<file path="src/rtl/mc_pkg.sv">
// mc_pkg: shared encodings for the multicycle MIPS main control unit.
// Holds the FSM state enum, opcode constants, the aluop code shared with the
// ALU decoder, the alusrcb/pcsrc select codes and the internal control word.
package mc_pkg;

  typedef enum logic [3:0] {
    S_FETCH  = 4'd0,
    S_DECODE = 4'd1,
    S_MEMADR = 4'd2,
    S_MEMRD  = 4'd3,
    S_MEMWB  = 4'd4,
    S_MEMWR  = 4'd5,
    S_EXEC   = 4'd6,
    S_ALUWB  = 4'd7,
    S_BRANCH = 4'd8,
    S_ADDIEX = 4'd9,
    S_ADDIWB = 4'd10,
    S_JUMP   = 4'd11
  } state_t;

  localparam logic [5:0] OP_RTYPE = 6'b000000;
  localparam logic [5:0] OP_LW    = 6'b100011;
  localparam logic [5:0] OP_SW    = 6'b101011;
  localparam logic [5:0] OP_BEQ   = 6'b000100;
  localparam logic [5:0] OP_ADDI  = 6'b001000;
  localparam logic [5:0] OP_J     = 6'b000010;

  localparam logic [1:0] ALUOP_ADD   = 2'b00;
  localparam logic [1:0] ALUOP_SUB   = 2'b01;
  localparam logic [1:0] ALUOP_FUNCT = 2'b10;

  localparam logic [1:0] SRCB_B     = 2'b00;
  localparam logic [1:0] SRCB_FOUR  = 2'b01;
  localparam logic [1:0] SRCB_IMM   = 2'b10;
  localparam logic [1:0] SRCB_IMMSH = 2'b11;

  localparam logic [1:0] PCSRC_ALU    = 2'b00;
  localparam logic [1:0] PCSRC_ALUOUT = 2'b01;
  localparam logic [1:0] PCSRC_JUMP   = 2'b10;

  // Raw per-state control word; pcwrite/branch are combined with zero in the
  // top to form pcen.
  typedef struct packed {
    logic       iord;
    logic       irwrite;
    logic       memwrite;
    logic       regwrite;
    logic       regdst;
    logic       memtoreg;
    logic       alusrca;
    logic [1:0] alusrcb;
    logic [1:0] pcsrc;
    logic [1:0] aluop;
    logic       pcwrite;
    logic       branch;
    logic       retire;
  } ctl_t;

  function automatic logic op_legal(input logic [5:0] op);
    return (op == OP_RTYPE) || (op == OP_LW) || (op == OP_SW) ||
           (op == OP_BEQ) || (op == OP_ADDI) || (op == OP_J);
  endfunction

endpackage

</file>
<file path="src/rtl/mc_outdec.sv">
// mc_outdec: Moore output decoder for mc_control.
// Ports:
//   state     in  current FSM state
//   mem_ready in  memory completes the current access this cycle
//   ctl       out raw control word (pcwrite/branch not yet combined with zero)
// Only the FETCH and MEMWR completion qualifiers look at mem_ready; every
// other field depends on the state alone. Unused encodings decode to all 0.
module mc_outdec
  import mc_pkg::*;
(
  input  state_t state,
  input  logic   mem_ready,
  output ctl_t   ctl
);

  always_comb begin
    ctl = '0;
    case (state)
      S_FETCH: begin
        ctl.alusrcb = SRCB_FOUR;
        ctl.aluop   = ALUOP_ADD;
        ctl.pcsrc   = PCSRC_ALU;
        ctl.irwrite = mem_ready;
        ctl.pcwrite = mem_ready;
      end
      S_DECODE: begin
        ctl.alusrcb = SRCB_IMMSH;
        ctl.aluop   = ALUOP_ADD;
      end
      S_MEMADR: begin
        ctl.alusrca = 1'b1;
        ctl.alusrcb = SRCB_IMM;
        ctl.aluop   = ALUOP_ADD;
      end
      S_MEMRD: ctl.iord = 1'b1;
      S_MEMWB: begin
        ctl.regwrite = 1'b1;
        ctl.memtoreg = 1'b1;
        ctl.retire   = 1'b1;
      end
      S_MEMWR: begin
        // memwrite is held for the whole stall; retire marks the completing cycle
        ctl.iord     = 1'b1;
        ctl.memwrite = 1'b1;
        ctl.retire   = mem_ready;
      end
      S_EXEC: begin
        ctl.alusrca = 1'b1;
        ctl.alusrcb = SRCB_B;
        ctl.aluop   = ALUOP_FUNCT;
      end
      S_ALUWB: begin
        ctl.regwrite = 1'b1;
        ctl.regdst   = 1'b1;
        ctl.retire   = 1'b1;
      end
      S_BRANCH: begin
        ctl.alusrca = 1'b1;
        ctl.alusrcb = SRCB_B;
        ctl.aluop   = ALUOP_SUB;
        ctl.pcsrc   = PCSRC_ALUOUT;
        ctl.branch  = 1'b1;
        ctl.retire  = 1'b1;
      end
      S_ADDIEX: begin
        ctl.alusrca = 1'b1;
        ctl.alusrcb = SRCB_IMM;
        ctl.aluop   = ALUOP_ADD;
      end
      S_ADDIWB: begin
        ctl.regwrite = 1'b1;
        ctl.retire   = 1'b1;
      end
      S_JUMP: begin
        ctl.pcsrc   = PCSRC_JUMP;
        ctl.pcwrite = 1'b1;
        ctl.retire  = 1'b1;
      end
      default: ctl = '0;
    endcase
  end

endmodule

</file>
<file path="src/rtl/mc_control.sv">
// mc_control: multicycle main control unit for the one-memory MIPS datapath.
// Ports:
//   clk, rst_n        clock, asynchronous active-low reset
//   op, zero          opcode from IR, ALU zero flag
//   mem_ready         memory completes the current access this cycle
//   iord .. aluop     datapath selects and write enables
//   pcen              pcwrite | (branch & zero)
//   retire            pulse in the last cycle of each legal instruction
//   illegal           pulse in DECODE on an unsupported opcode
//   state             current FSM state (debug/observability)
// Handshake: mem_ready is sampled in FETCH, MEMRD and MEMWR only; an access
// completes on the rising edge of any cycle where the state is waiting and
// mem_ready=1, and the FSM holds its state (and strobes) otherwise.
module mc_control
  import mc_pkg::*;
(
  input  logic       clk,
  input  logic       rst_n,
  input  logic [5:0] op,
  input  logic       zero,
  input  logic       mem_ready,
  output logic       iord,
  output logic       irwrite,
  output logic       memwrite,
  output logic       regwrite,
  output logic       regdst,
  output logic       memtoreg,
  output logic       alusrca,
  output logic [1:0] alusrcb,
  output logic [1:0] pcsrc,
  output logic [1:0] aluop,
  output logic       pcen,
  output logic       retire,
  output logic       illegal,
  output state_t     state
);

  state_t state_q;
  state_t state_d;
  ctl_t   ctl;

  always_ff @(posedge clk or negedge rst_n) begin
    if (!rst_n) state_q <= S_FETCH;
    else        state_q <= state_d;
  end

  always_comb begin
    state_d = S_FETCH;
    case (state_q)
      S_FETCH:  state_d = mem_ready ? S_DECODE : S_FETCH;
      S_DECODE: begin
        case (op)
          OP_LW, OP_SW: state_d = S_MEMADR;
          OP_RTYPE:     state_d = S_EXEC;
          OP_BEQ:       state_d = S_BRANCH;
          OP_ADDI:      state_d = S_ADDIEX;
          OP_J:         state_d = S_JUMP;
          default:      state_d = S_FETCH;
        endcase
      end
      // IR is not reloaded after FETCH, so op still names lw or sw here
      S_MEMADR: state_d = (op == OP_LW) ? S_MEMRD : S_MEMWR;
      S_MEMRD:  state_d = mem_ready ? S_MEMWB : S_MEMRD;
      S_MEMWB:  state_d = S_FETCH;
      S_MEMWR:  state_d = mem_ready ? S_FETCH : S_MEMWR;
      S_EXEC:   state_d = S_ALUWB;
      S_ALUWB:  state_d = S_FETCH;
      S_BRANCH: state_d = S_FETCH;
      S_ADDIEX: state_d = S_ADDIWB;
      S_ADDIWB: state_d = S_FETCH;
      S_JUMP:   state_d = S_FETCH;
      default:  state_d = S_FETCH;
    endcase
  end

  mc_outdec u_outdec (
    .state     (state_q),
    .mem_ready (mem_ready),
    .ctl       (ctl)
  );

  // Selects pass through; during reset the state is already FETCH so they
  // read the FETCH values. Enables and pulses are gated by rst_n so a FETCH
  // with mem_ready=1 cannot write while reset is held.
  assign iord     = ctl.iord;
  assign regdst   = ctl.regdst;
  assign memtoreg = ctl.memtoreg;
  assign alusrca  = ctl.alusrca;
  assign alusrcb  = ctl.alusrcb;
  assign pcsrc    = ctl.pcsrc;
  assign aluop    = ctl.aluop;
  assign irwrite  = rst_n & ctl.irwrite;
  assign memwrite = rst_n & ctl.memwrite;
  assign regwrite = rst_n & ctl.regwrite;
  assign pcen     = rst_n & (ctl.pcwrite | (ctl.branch & zero));
  assign retire   = rst_n & ctl.retire;
  assign illegal  = rst_n & (state_q == S_DECODE) & ~op_legal(op);
  assign state    = state_q;

endmodule

</file>
<file path="config.mk">
export PLATFORM = sky130hd
export DESIGN_NAME = mc_control
export DESIGN_NICKNAME = d
export VERILOG_FILES = /design/src/rtl/mc_pkg.sv /design/src/rtl/mc_outdec.sv /design/src/rtl/mc_control.sv
export SDC_FILE = /design/constraint.sdc
export NUM_CORES = 1
export LEC_CHECK = 0
export ABC_AREA = 1
export CAP_MARGIN = 20
export CORE_MARGIN = 1
export CORE_UTILIZATION = 36
export CTS_CLUSTER_SIZE = 16
export DETAILED_ROUTE_END_ITERATION = 12
export PLACE_DENSITY = 0.78
export SYNTH_ARGS = -nofsm -noshare
export SYNTH_HDL_FRONTEND = slang
export SYNTH_SLANG_ARGS = --single-unit
</file>
<file path="constraint.sdc">
create_clock -name clk -period 1.5 [get_ports clk]
set_input_delay 0.225 -clock clk [delete_from_list [all_inputs] [get_ports clk]]
set_output_delay 0.225 -clock clk [all_outputs]
set_load 0.02 [all_outputs]
</file>
==> impl_results.md <==
* Critical path buffers and inverters at 2
* Final setup violation count at 8
* Final Skew at about 7.2 ps
* Worst-path clk slew at about 40 ps
* Synth top area cells: nand2_1, dfrtp_1, nor2_1
* DIE HEIGHT at 39.4 um
* R2R depth at 7
* Reg2Reg Launch Point: state[3]
* Multiplexer area fraction after synthesis at 0
* Clock Root Buffer: clkbuf_4
* Post-DP HPWL at ~1.5 mm
* Initial drt markers at 47
* Layout cell share with drive strength beyond 1 at 0.481
* RSZ-0062 raised after global routing: yes
* Initial antenna violation count at 0
* Routed vias at 915
* Max Cap Viol at 0
* Initial DRT Pass Iterations at 4
* Vias per cell at 5.23
* Synth top area share at 0.208
* GRT Overall Usage at 0.264
* Largest area contributor in the netlist: nand2_1
* Final Util at 0.842
* Critical Path AT at 1400 ps
* Max FO, Critical Path at 4
* Syn avg cell area at around 5.0 um^2
* Clk_lat worst skew at 240 ps
* Register area share after synthesis at 0.199
* Nature of the critical path endpoint: output pin
* Number of library cell types mapped by synthesis at 13
* CORE AREA at about 1300 um^2
* Slew HR at 0.836
* Residual DRC at 0
* Vias in the first global route at 703
* Synth Area in Compound Gates at 0.0422
* FF+latch count, synth at 4
* Hold Crit Class: input port to async pin
* Worst path most repeated cell: nor2_1
* CP cell instances: inv_2, nand4_1, nor2_1, nor2_1, nor2_2, buf_4
* Total grt overflow at 0
* CP delay by family, top: simple AND/OR/NAND/NOR gates
* Antenna diodes at 0
* Fmax at roughly 0.6 GHz
* Placer congestion estimate at ~0.82
* Synthesized Nets at 110
* Total Nets Final at between 150 and 200
* Antenna viol nets, final at 0
* Post-Syn Area at between 500 and 600 um^2
* Initial Util at 0.388
* Final non-filler cell total at between 150 and 200
* Reg2reg setup slack at ~60 ps
* Largest register FFs at 4
* Main combinational cell family by area after synthesis: simple AND/OR/NAND/NOR gates
* Final WL at roughly 2.4 mm
* IO Count at 30
* Syn Inst Count at 100
* Multi-input gate area at roughly 410 um^2
* CP Data Required Time at ~1300 ps
* Clock Tree Buf Depth at 2
* Crit-path slowest cell: dfrtp_1
* Crit-path max cell delay at approximately 400 ps
* P&R area growth vs syn at 117%
* Fillers at between 70 and 80
* Setup CP Type: register to output pin
* Hold Fails Final Rpt at 0
* Status: finished with violations
* Avg WL per Cell at 13.9 um
* Placed cell count at about 170
* Power, Total at between 800 and 900 uW
* Failing checks: setup timing
* Largest net degree at the start of global routing at 7
* Adder-Cell Fraction of Synth Area at 0
* Synth warnings at 0
* Fin. max-slew vios at 0
* Chip Width at between 30 and 40 um
* CTS sink count at 4
* Simple-gate share of the synthesized area at 0.603
* R2r endpoint: state[2]
* CTS Buf Count at 3
* Cell row count at 13
* Total leakage power at between 0.6 and 0.7 nW
* Pwr Density at around 760 nW/um^2
* Port buffer count at 29
* Fin crit share at 1.08
* Max VDD drop at between 0.7 and 0.8 mV
* Crit start category: register
* Fin crit period at ~1600 ps
* Final worst slack at -126 ps
* Worst slew pin tran at about 250 ps
* Xor-xnor portion of the synthesized cell area at 0
* Die area at between 1500 and 2000 um^2
* TritonCTS clock tree: built
* H-tree levels at 1
* Reg area at approximately 100 um^2
* First-pass GRT wire length at roughly 2.7 mm
[metal layers]
metal | track usage | part of all wire | vias up
met3 | 0.0284 | 0.087 | 14
li1 | - | - | 434
met5 | 0 | 0 | -
met4 | 0.233 | 0.034 | 0
met1 | 0.260 | 0.36 | 391
met2 | 0.475 | 0.52 | 76
[report_power, final]
part	internal, mW	total, mW	switching [mW]
sequential	0.125	0.157	0.0315
clock	0.0894	0.132	0.0427
combinational	0.246	0.539	0.293
[area by class of cell]
| cell class | instances | area share |
|---|---|---|
| well taps | 15 | 0.0171 |
| repair buffers | 58 | 0.426 |
| multi-input cells | 76 | 0.378 |
| clock buffers | 3 | 0.0205 |
| flip-flops and latches | 4 | 0.0936 |
| inverters | 19 | 0.0651 |
[timing repair]
item,4_1_cts,5_1_grt
hold buffers,0,0
setup buffers,3,2
pin swaps,2,3
gates resized for setup,84,30
setup endpoints to repair,19,16
[how the worst max path moves through the flow]
stage                         from      end  slack [ps]  cells after the start
after detailed placement     op[5]  illegal        -570                      6
after floorplan           state[2]     pcen        -130                      5
after CTS                    op[5]  illegal        -120                      6
after global placement       op[5]  illegal        -480                      6
after global routing      state[3]   retire        -200                      6
final                     state[3]   retire        -130                      6
[synth_stat cells (all sizes together)]
library cell,n
nand3b,1
buf,1
nand2,28
nor2,27
nand3,13
o21ai,3
dfrtp,4
a31oi,1
nand4,2
nor3,1
inv,19
[cell usage in the layout, fill, tap and decap left out, drive strengths merged, types with 3 or more instances in the layout]
cell type,count
clkdlybuf4s50,8
buf,44
nor2,27
inv,19
nand2,28
clkbuf,4
dfrtp,4
o21ai,3
dlygate4sd2,3
nand3,13
[cell families after synthesis]
| group | Yosys count |
|---|---|
| AO/OA/AOI/OAI | 4 |
| buffers and inverters | 20 |
| flip-flops | 4 |
| AND/OR/NAND/NOR | 72 |
[metrics by stage]
step                hold WS [ps]  setup TNS (ps)  area [um^2]  setup WS (ps)
floorplan                  -70.6            -187          519           -127
global placement             644           -4020         1000           -481
detailed placement           640           -4320         1000           -573
CTS                          389            -543         1030           -124
global route                 412           -1270         1100           -197
finish                       389            -651         1100           -126
No activity file was read; power rests on OpenSTA's default activity.
